<file path="config.mk">
export PLATFORM = sky130hd
export DESIGN_NAME = text_scroll_buffer
export DESIGN_NICKNAME = d
export VERILOG_FILES = /design/src/rtl/text_scroll_buffer.sv
export SDC_FILE = /design/constraint.sdc
export NUM_CORES = 1
export LEC_CHECK = 0
export CAP_MARGIN = 10
export CORE_MARGIN = 5
export CORE_UTILIZATION = 45
export CTS_CLUSTER_SIZE = 12
export DETAILED_ROUTE_END_ITERATION = 6
export DONT_BUFFER_PORTS = 1
export SLEW_MARGIN = 40
export SYNTH_ARGS = -nofsm -noshare
export SYNTH_HDL_FRONTEND = slang
export SYNTH_SLANG_ARGS = --single-unit
export TNS_END_PERCENT = 50
</file>
<file path="constraint.sdc">
create_clock -name clk -period 2.85 [get_ports clk]
set_input_delay 0.1425 -clock clk [delete_from_list [all_inputs] [get_ports clk]]
set_output_delay 0.1425 -clock clk [all_outputs]
set_load 0.02 [all_outputs]
</file>
<file path="src/rtl/text_scroll_buffer.sv">
// Marquee buffer: captures controller characters into a linear store and replays them
// cyclically, one per scroll tick. Optional `SCROLL_BLANK_EN inserts a space after the last character.
module text_scroll_buffer #(
  parameter int DEPTH    = 16,
  parameter int ADDR_W   = 4,
  parameter int BASE_DIV = 12_500_000
) (
  input  logic              clk,
  input  logic              reset,
  input  logic [7:0]        iData,
  input  logic              iWRen,
  input  logic [1:0]        iRate,
  input  logic              iCLEAN,
  input  logic              iFINISH,
  output logic [7:0]        oChar,
  output logic              oCharValid,
  output logic [ADDR_W:0]   oCount,
  output logic [1:0]        oRate,
  output logic              oOVF,
  output logic              oBusy
);

  localparam int CNT_W = $clog2(4 * BASE_DIV);
  localparam logic [ADDR_W:0] FULL = (ADDR_W+1)'(DEPTH);

  typedef enum logic [1:0] {EMPTY, RUN, PAUSE} state_t;

  state_t              state;
  logic [7:0]          mem [DEPTH];
  logic                iWRen_q;
  logic                wr_pulse;
  logic                wr_acc;
  logic                tick;
  logic [ADDR_W-1:0]   rd_ptr;
  logic [ADDR_W:0]     rd_next;
  logic [CNT_W-1:0]    tick_cnt;
`ifdef SCROLL_BLANK_EN
  logic                blank_pend;
`endif

  // Terminal count of the tick counter for a running rate; 2'b10 never reaches RUN.
  function automatic logic [CNT_W-1:0] period_last(input logic [1:0] rate);
    case (rate)
      2'b00:   return CNT_W'(4 * BASE_DIV - 1);
      2'b01:   return CNT_W'(2 * BASE_DIV - 1);
      default: return CNT_W'(BASE_DIV - 1);
    endcase
  endfunction

  assign wr_pulse = iWRen & ~iWRen_q;
  assign wr_acc   = wr_pulse & ~iCLEAN & (oCount != FULL);
  assign tick     = (state == RUN) && (tick_cnt == period_last(oRate));
  assign rd_next  = {1'b0, rd_ptr} + (ADDR_W+1)'(1);
  assign oBusy    = (state == RUN);

  always_ff @(posedge clk) begin
    if (wr_acc && !reset) mem[oCount[ADDR_W-1:0]] <= iData;
  end

  always_ff @(posedge clk) begin
    if (reset) begin
      state      <= EMPTY;
      iWRen_q    <= 1'b0;
      oChar      <= 8'h00;
      oCharValid <= 1'b0;
      oCount     <= '0;
      oRate      <= 2'b00;
      oOVF       <= 1'b0;
      rd_ptr     <= '0;
      tick_cnt   <= '0;
`ifdef SCROLL_BLANK_EN
      blank_pend <= 1'b0;
`endif
    end else begin
      iWRen_q    <= iWRen;
      oCharValid <= 1'b0;
      if (iCLEAN) begin
        state    <= EMPTY;
        oCount   <= '0;
        rd_ptr   <= '0;
        tick_cnt <= '0;
        oOVF     <= 1'b0;
`ifdef SCROLL_BLANK_EN
        blank_pend <= 1'b0;
`endif
      end else begin
        if (wr_pulse) begin
          if (oCount == FULL) oOVF <= 1'b1;
          else                oCount <= oCount + (ADDR_W+1)'(1);
        end
        if (iFINISH) begin
          // A commit restarts the period; the newly committed rate decides the state.
          oRate    <= iRate;
          tick_cnt <= '0;
          case (state)
            EMPTY:   if (wr_pulse) state <= (iRate == 2'b10) ? PAUSE : RUN;
            RUN:     if (iRate == 2'b10) state <= PAUSE;
            PAUSE:   if (iRate != 2'b10) state <= RUN;
            default: state <= EMPTY;
          endcase
        end else begin
          case (state)
            EMPTY: begin
              tick_cnt <= '0;
              if (wr_pulse) state <= (oRate == 2'b10) ? PAUSE : RUN;
            end
            RUN: begin
              if (tick) begin
                tick_cnt   <= '0;
                oCharValid <= 1'b1;
`ifdef SCROLL_BLANK_EN
                if (blank_pend) begin
                  oChar      <= 8'h20;
                  blank_pend <= 1'b0;
                end else begin
                  oChar <= mem[rd_ptr];
                  if (rd_next == oCount) begin
                    rd_ptr     <= '0;
                    blank_pend <= 1'b1;
                  end else begin
                    rd_ptr <= rd_next[ADDR_W-1:0];
                  end
                end
`else
                oChar  <= mem[rd_ptr];
                rd_ptr <= (rd_next == oCount) ? '0 : rd_next[ADDR_W-1:0];
`endif
              end else begin
                tick_cnt <= tick_cnt + CNT_W'(1);
              end
            end
            PAUSE:   tick_cnt <= '0;
            default: state <= EMPTY;
          endcase
        end
      end
    end
  end

endmodule

</file>
==> impl_metrics.ini, run 1 <==
[synth]
synth_warnings = 0
synth_top_family_by_area = simple AND/OR/NAND/NOR gates
synth-simple-area-share_pct = 12.4
synth_xor_area_share_pct = 0.925
synthArstFlopShare_pct = 0
synthMuxAreaShare_pct = 12.3
synthCells = 536
ys_seq_area_share_pct = 64.0
netlist_area_sq_um = 7570
yosys-top-cells-area = edfxtp_1 51%, dfxtp_1 13%, mux4_2 12%
ys_types = 52
synth_adder_area_share_pct = 1.65
synthesis.nets = 561
syn_area_per_cell_sq_um = 14.1
ys_ff_latch = 178
synth_ff_type = edfxtp_1
synth_edf_count = 128
synth_compound_area_share_pct = 6.48
synth_top_area_share_pct = 50.8
synth_top_area_cell = edfxtp_1

[sta]
worstMarginPinSlew_ns = 0.732
slew_violations = 0
finClkSkew_ns = 0.0106
setup_viol = 0
holdWs_ns = 0.0229
period_needed_ns = 2.65
layout_worst_path_cycle_share_pct = 93.0
rsz0062_at_grt = no
fin_setup_tns_ns = 0
fmax_ghz = 0.377
relSlewSlack_pct = 51.2
hold_viol_final = 0

[die]
start_util_pct = 45.8
dieArea_sq_um = 19500
pin_count = 33
fp.coreArea_sq_um = 16500
rows = 47
fp.dieW_um = 140
die_h_um = 140

[clocking]
cts-htree-levels = 4
clockBufferDepth = 2
cts_buffers = 17
cts_tree = yes
cts.sinks = 178
clk_pin_slew_ns = 0.07
clk-insertion-delay-late_ns = 0.42
cts_root_buf = clkbuf_16

[worst_setup_path]
worstPathArrival_ns = 3.00
crit_family = simple AND/OR/NAND/NOR gates
critPathMaxStageDelay_ns = 0.56
cp_num_buf_inv = 2
cp-end-kind = flop
reg2reg_from = oRate[1]
r2r_setup_slack_ns = 0.20
crit_fanout = 8
worstRegToRegCells = 7
crit_chain = inv_1 > o32ai_1 > nor4bb_2 > buf_4 > nand3b_1 > or4_1 > a21oi_1
slowest_stage = or4_1
start_kind = flop
critPathRequiredTime_ns = 3.20
crit_type = reg2reg
reg2reg_to = rd_ptr[3]

[grt]
grt_max_degree = 25
grt_pass1_wl_um = 25700
grt_usage_pct = 17.3
grt_antenna_before_repair = 0
gr-total-overflow = 0
grt_pass1_vias = 4484

[pwr]
power.density_nw_per_um2 = 601
switching_share_pct = 21.3
clockPowerShare_pct = 44.6
seq_power_share_pct = 52.7
p_int_mw = 4.15
p_switching_mw = 1.13
peakVddDrop_mv = 0.418
comb_power_share_pct = 2.6
leakage_nw = 2.79

[detailed_routing]
first_pass_iters = 5
final_antenna_net_count = 0
wl_per_cell_um = 20.1
drc = 0
viasPerCell = 5.69
wirelength_um = 16400
vias = 4617
drt-initial-drc-count = 430

[hold_path]
min_from = reset
hold_end = tick_cnt[0]
holdCritPathClass = in2reg
min_path_cells = 2

[place]
dp_hpwl_um = 10700
place_inst = 765
gp_congestion = 0.802
portBuffers = 0

[finish]
fin_nets = 605
final_cell_count_no_fill = 812
drive_gt1_share_pct = 20.1
n_antenna_cell = 0
syn_to_final_growth_pct = 15.9

[job]
drv_cap = 0

[status]
status = finished, final reports clean
-- through the flow --
step | utilization (%) | total power, mW | setup slack, ns | cell area [sq um]
3_3_place_gp | 48.5 | 2.93 | 0.197 | 8010
6_report | 53.1 | 5.28 | 0.200 | 8770
2_1_floorplan | - | 2.91 | 0.217 | 7570
3_5_place_dp | 48.5 | 2.94 | 0.131 | 8020
4_1_cts | 53.0 | 5.32 | 0.0838 | 8750
5_1_grt | 53.1 | 5.45 | 0.0213 | 8770
-- synth_stat cells, types with 3 or more instances --
| library cell | count |
|---|---|
| or3_1 | 17 |
| o21ai_0 | 18 |
| ha_1 | 10 |
| nand3b_1 | 3 |
| clkbuf_1 | 19 |
| dfxtp_1 | 50 |
| or2_2 | 5 |
| a21o_1 | 6 |
| nor3_1 | 6 |
| inv_1 | 19 |
| a211oi_1 | 4 |
| and3_1 | 3 |
| edfxtp_1 | 128 |
| nand3_1 | 33 |
| xnor2_1 | 3 |
| xor2_1 | 5 |
| or4_1 | 8 |
| and4_1 | 3 |
| o311ai_0 | 4 |
| mux4_2 | 40 |
| nand2_1 | 33 |
| o211ai_1 | 4 |
| a22o_1 | 8 |
| nor2_1 | 35 |
| nor2b_1 | 8 |
| a21oi_1 | 20 |
| nand4_1 | 7 |
| nand2b_1 | 6 |
| buf_2 | 3 |
-- how the worst max path moves through the flow --
| stage | end | start | slack [ns] | depth (start not counted) |
|---|---|---|---|---|
| final | rd_ptr[3] | oRate[1] | 0.20 | 7 |
| after global routing | rd_ptr[3] | tick_cnt[0] | 0.02 | 8 |
| after CTS | rd_ptr[3] | tick_cnt[0] | 0.08 | 8 |
| after detailed placement | rd_ptr[3] | tick_cnt[0] | 0.13 | 8 |
| after global placement | tick_cnt[4] | oRate[0] | 0.20 | 7 |
| after floorplan | mem[3][0] | oCount[0] | 0.22 | 6 |
-- kinds of logic (layout without fill, tap and decap cells) --
group                      count (synthesis)  in the layout
AOI/OAI and AO/OA                         75             75
and+or+nand+nor                          178            178
xor gates and xnor gates                   8              8
buffers and inverters                     44            100
DFF                                      178            178
adders and majority gates                 10             10
muxes                                     43             43
-- power by group through the flow --
stage                     clock [mW]  sequential [mW]  combinational (mW)
after floorplan                    0             2.84              0.0642
after CTS                       2.40             2.78               0.138
after global placement             0             2.84              0.0920
final                           2.36             2.78               0.138
after global routing            2.52             2.78               0.151
after detailed placement           0             2.84              0.0965
-- per-layer routing --
metal | share of wire [%] | vias up | track usage (%)
li1 | - | 2169 | -
met1 | 46 | 2336 | 24.8
met2 | 48 | 103 | 26.5
met3 | 5.2 | 9 | 4.43
met4 | 0.97 | 0 | 4.74
met5 | 0 | - | 0
-- cell type report --
| class | count | area (sq um) |
|---|---|---|
| Timing Repair Buffer | 49 | 403 |
| Multi-Input combinational cell | 314 | 2580 |
| Sequential cell | 178 | 4850 |
| Clock buffer | 17 | 425 |
| Fill cell | 1335 | 7750 |
| Inverter | 20 | 75.1 |
| Tap cell | 220 | 275 |
| Clock inverter | 14 | 166 |
-- sequential cells by signal, summed over array words and instances (netlist names) --
name	cells
rd_ptr	4
oCharValid	1
oCount	5
iWRen_q	1
oOVF	1
tick_cnt	26
mem	128
state	2
oRate	2
oChar	8
-- layout by cell type, fill, tap and decap left out, drive strengths merged, types with 4 or more instances in the layout --
master and instances:
edfxtp 128, dfxtp 50, mux4 40, nor2 35, buf 35, nand2 33
nand3 33, inv 28, a21oi 20, o21ai 18, or3 17, clkbuf 17
dlygate4sd3 14, ha 10, nor2b 8, or4 8, a22o 8, nand4 7
nand2b 6, nor3 6, a21o 6, or2 6, xor2 5, o211ai 4
o311ai 4, a211oi 4
-- timing repair --
action,in CTS,in global routing
setup buffers,0,2
endpoints found under the hold margin,133,0
resized for setup,0,1
hold buffers,14,0
endpoints found under the setup margin,0,12
Note: power is estimated with default switching activity, not from simulation.
==> run 2, diff against run 1 <==
--- a/config.mk
+++ b/config.mk
@@ -7,11 +7,12 @@
 export LEC_CHECK = 0
 export CAP_MARGIN = 10
 export CORE_MARGIN = 5
-export CORE_UTILIZATION = 45
+export CORE_UTILIZATION = 63
 export CTS_CLUSTER_SIZE = 12
 export DETAILED_ROUTE_END_ITERATION = 6
 export DONT_BUFFER_PORTS = 1
-export SLEW_MARGIN = 40
+export PLACE_DENSITY = 0.79
+export SLEW_MARGIN = 20
 export SYNTH_ARGS = -nofsm -noshare
 export SYNTH_HDL_FRONTEND = slang
 export SYNTH_SLANG_ARGS = --single-unit
==> run 2 against run 1 <==
Combinational power about the same; sequential power about the same; first-iteration DRC count up 1.6%; flip-flop and latch count unchanged; register-to-register slack better by 0.11 ns; worst hold slack better by 0.023 ns; maximum frequency up 4.5%; utilization up 20 points; sequential share of layout area up 0.53 points; critical path type unchanged; largest cell class unchanged.
==> impl_metrics.ini, run 2 (synthesis results as in run 1) <==
[status]
status = finished, final reports clean

[clocking]
cts_buffers = 17
cts.sinks = 178
cts-htree-levels = 4
clk-insertion-delay-late_ns = 0.42
cts_root_buf = clkbuf_16
cts_tree = yes
clockBufferDepth = 2
clk_pin_slew_ns = 0.07
post_cts_buffers = 0

[grt]
grt_antenna_before_repair = 1
gr-total-overflow = 0
grt_pass1_vias = 4509
grt_pass1_wl_um = 25200
grt_usage_pct = 23.6
grt_max_degree = 28

[pwr]
p_int_mw = 4.21
leakage_nw = 2.78
p_switching_mw = 1.05
comb_power_share_pct = 2.6
switching_share_pct = 19.9
seq_power_share_pct = 53.0
peakVddDrop_mv = 0.568
power.density_nw_per_um2 = 605
clockPowerShare_pct = 44.4
finalPower_mw = 5.26

[worst_setup_path]
worstPathArrival_ns = 2.89
critPathRequiredTime_ns = 3.20
reg2reg_from = tick_cnt[0]
crit_type = reg2reg
crit_fanout = 9
cp-startpoint = tick_cnt[0]
start_kind = flop
cp-end-kind = flop

[die]
fp.coreArea_sq_um = 11900
start_util_pct = 63.6
pin_count = 33
fp.dieW_um = 120
dieArea_sq_um = 14300
die_h_um = 120
rows = 40

[finish]
nFillCells = 737
final_cell_count_no_fill = 740
syn_to_final_growth_pct = 14.7
drive_gt1_share_pct = 19.1
final_cell_mix = 128 x edfxtp_1, 49 x dfxtp_1, 40 x mux4_2
largest_reg_flops = 128
n_antenna_cell = 0
fin_nets = 606
final_common_cell = edfxtp_1

[hold_path]
min_from = iFINISH
holdCritPathClass = in2reg

[place]
place_inst = 693
dp_hpwl_um = 10300
gp_congestion = 0.857
dp_slack_ns = 0.364
portBuffers = 0

[job]
drv_cap = 0

[sta]
relSlewSlack_pct = 42.7
slew_violations = 0
period_needed_ns = 2.54
layout_worst_path_cycle_share_pct = 89.0
worstMarginPinSlew_ns = 0.859
fin_setup_tns_ns = 0
worst_slack_ns = 0.315
finClkSkew_ns = 0.00895
rsz0062_at_grt = no
setup_viol = 0
hold_viol_final = 0
fmax_ghz = 0.394

[detailed_routing]
final_antenna_net_count = 0
first_pass_iters = 7
wl_per_cell_um = 21.7
wirelength_um = 16100
drt-initial-drc-count = 437
drc = 0
vias = 4740
viasPerCell = 6.41
## run 2: changes by cell type in the layout (fill, tap and decap cells not counted), sizes merged
| cell | change |
|---|---|
| dlygate4sd3 | +2 |
| buf | -1 |
| inv | -8 |
| clkinv | +3 |
| bufinv | +1 |
| clkinvlp | +2 |
| clkbuf | +2 |
## run 2: path summary, 6_finish.rpt
kind                  end  slack, ns  cells after the start
max reg2reg     rd_ptr[3]       0.31                      8
max             rd_ptr[3]       0.31                      8
min              state[0]       0.05                      4
min reg2reg  tick_cnt[20]       0.50                      2
## run 2: power by group through the flow
stage	clock network (mW)	logic (mW)	registers [mW]
after floorplan	0	0.0642	2.84
after global placement	0	0.0889	2.84
after detailed placement	0	0.0916	2.84
after CTS	2.35	0.135	2.78
after global routing	2.47	0.149	2.78
final	2.34	0.137	2.78
## run 2: layout make-up
type	count	area, sq um	area share, %
flip-flops and latches	178	4850	55.8
multi-input cells	314	2560	29.5
clock buffers	19	433	4.98
repair buffers	50	428	4.93
well taps	147	184	2.12
clock inverters	12	160	1.84
inverters	20	75.1	0.864
## run 2: per-layer routing
layer	up-vias	GRT usage [%]	part of all wire (%)
met2	190	36.3	48
met4	2	6.44	1.4
li1	2175	-	-
met5	-	0	0.044
met1	2351	33.9	44
met3	22	6.17	7.2
## run 2: repair_timing
| action | CTS | global route |
|---|---|---|
| gates resized for setup | 0 | 0 |
| hold buffers | 16 | 0 |
| hold endpoints to repair | 134 | 0 |
## run 2: critical path, stage by stage (launching register included)
cell and delay, ns:
dfxtp_1 0.39, ha_1 0.24, and4_1 0.23, o21ai_0 0.10, nor4bb_1 0.31, buf_4 0.19, nand3b_1 0.27, or4_1 0.59
a21oi_1 0.15
## run 2: stage by stage
stage	util, %	area (sq um)	hold slack [ns]
after floorplan	-	7570	0.214
after global placement	66.6	7940	0.219
after detailed placement	66.6	7940	0.217
after CTS	72.9	8690	0.0312
after global routing	72.9	8690	0.0575
final	72.9	8690	0.0456
==> run 3, diff against run 2 <==
--- a/config.mk
+++ b/config.mk
@@ -7,11 +7,11 @@
 export LEC_CHECK = 0
 export CAP_MARGIN = 10
 export CORE_MARGIN = 5
-export CORE_UTILIZATION = 63
+export CORE_UTILIZATION = 57
 export CTS_CLUSTER_SIZE = 12
 export DETAILED_ROUTE_END_ITERATION = 6
 export DONT_BUFFER_PORTS = 1
-export PLACE_DENSITY = 0.79
+export PLACE_DENSITY = 0.75
 export SLEW_MARGIN = 20
 export SYNTH_ARGS = -nofsm -noshare
 export SYNTH_HDL_FRONTEND = slang
==> constraint.sdc (replaced) <==
create_clock -name clk -period 2.21 [get_ports clk]
set_input_delay 0.1105 -clock clk [delete_from_list [all_inputs] [get_ports clk]]
set_output_delay 0.1105 -clock clk [all_outputs]
set_load 0.005 [all_outputs]
==> run 3 against run 2 <==
The flow now finishes with violations (setup timing); critical path depth stayed put; utilization down 2.6 points; via count rose by 4.5%; first-iteration DRC count increased by 0.92%; total power is 25% higher; cell area rose by 6.3%; register-to-register slack got worse by 0.47 ns; largest cell class unchanged; largest power group unchanged.
==> impl_metrics.ini, run 3 (synthesis results as in run 1) <==
[clocking]
clk-insertion-delay-late_ns = 0.44
clk_pin_slew_ns = 0.07
cts-htree-levels = 4
cts_tree = yes
cts_root_buf = clkbuf_16
cts_buffers = 17
clockBufferDepth = 2
cts.sinks = 178

[worst_setup_path]
crit_family = simple AND/OR/NAND/NOR gates
cp_num_buf_inv = 3
crit_chain = buf_4 > inv_1 > o32ai_1 > nor4bb_2 > nand3b_1 > buf_6 > or4b_4 > a21oi_2
crit_fanout = 8
crit_type = reg2reg
start_kind = flop
critPathRequiredTime_ns = 2.58
slowest_stage = or4b_4
worstPathArrival_ns = 2.74
cp-end-kind = flop
critPathMaxStageDelay_ns = 0.50

[detailed_routing]
wirelength_um = 17000
final_antenna_net_count = 0
wl_met2_um = 8730
first_pass_iters = 5
wl_met1_um = 7000
viasPerCell = 6.16
drc = 0
drt-initial-drc-count = 441
wl_per_cell_um = 21.2
vias = 4953
top_layer = met4
dr_wl_met3_um = 966

[sta]
rsz0062_at_grt = yes
worstMarginPinSlew_ns = 0.625
setup_viol = 13
worst_slack_ns = -0.158
period_needed_ns = 2.37
relSlewSlack_pct = 58.2
layout_worst_path_cycle_share_pct = 107
slew_violations = 0
fin_setup_tns_ns = -0.537
fmax_ghz = 0.422
hold_viol_final = 0
holdWs_ns = 0.0260
finClkSkew_ns = 0.0101

[pwr]
comb_power_share_pct = 3.0
power.density_nw_per_um2 = 712
p_switching_mw = 1.45
p_int_mw = 5.13
peakVddDrop_mv = 0.707
clockPowerShare_pct = 42.5
leakage_nw = 3.01
switching_share_pct = 22.0
seq_power_share_pct = 54.5

[place]
dp_hpwl_um = 10700
gp_congestion = 0.869
portBuffers = 0

[finish]
syn_to_final_growth_pct = 22.0
final_common_cell = edfxtp_1
n_antenna_cell = 0
drive_gt1_share_pct = 31.1
fin_nets = 640
largest_reg_flops = 128
final_cell_mix = 128 x edfxtp_1, 60 x buf_4, 40 x mux4_2
utilization_pct = 70.3

[die]
pin_count = 33
dieArea_sq_um = 15700
rows = 42
fp.coreArea_sq_um = 13100
start_util_pct = 57.6
fp.dieW_um = 125
die_h_um = 125

[grt]
gr-total-overflow = 0
grt_max_degree = 40
grt_antenna_before_repair = 0
grt_pass1_wl_um = 26400
grt_pass1_vias = 4918
grt_usage_pct = 21.8

[hold_path]
holdCritPathClass = in2reg

[job]
drv_cap = 0

[status]
status = finished with violations
violations = setup timing
## run 3: repair_timing
item,CTS,global route
endpoints found under the hold margin,135,0
setup endpoints to repair,23,44
hold buffers,15,0
setup buffers,3,4
cloned,0,1
pin swaps,5,11
resized for setup,14,56
## run 3: path summary, 6_finish.rpt
check                 end          from  slack (ns)  cells past startpoint
max             rd_ptr[2]  tick_cnt[10]       -0.16                      8
min              state[1]       iFINISH        0.03                      3
max reg2reg     rd_ptr[2]  tick_cnt[10]       -0.16                      8
min reg2reg  tick_cnt[20]  tick_cnt[20]        0.50                      2
## run 3: metrics by stage
stage               cells  area [sq um]  power (mW)  worst slack, ns
finish                804          9240        6.58           -0.158
global route          804          9240        6.81           -0.197
CTS                   800          9030        6.59          -0.0200
detailed placement    750          8270        3.79           -0.111
global placement      750          8270        3.78         0.000705
floorplan             536          7610        3.75           -0.220
## run 3: cell type report
class / instances / area [sq um]
clock buffer: 18 / 429
clock inverter: 14 / 123
fill: 845 / 3900
inverter: 20 / 75.1
multi-input combinational: 314 / 2770
sequential: 178 / 4880
tap: 176 / 220
timing repair buffer: 84 / 746
## run 3: routing by layer
metal	track usage, %	vias to the layer above
li1	-	2249
met2	36.8	199
met5	0	-
met4	6.57	0
met3	5.20	32
met1	28.4	2473
## run 3: tightest hold or removal path, cell delays in order
cell and delay (ns):
nor4b_1 0.03, a211oi_1 0.21, a211oi_1 0.07
## run 3: power by group through the flow
| stage | clock network, mW | registers (mW) | logic, mW |
|---|---|---|---|
| after floorplan | 0 | 3.66 | 0.0860 |
| after global routing | 3.01 | 3.59 | 0.215 |
| after global placement | 0 | 3.66 | 0.121 |
| after detailed placement | 0 | 3.66 | 0.125 |
| after CTS | 2.82 | 3.59 | 0.183 |
| final | 2.79 | 3.59 | 0.197 |
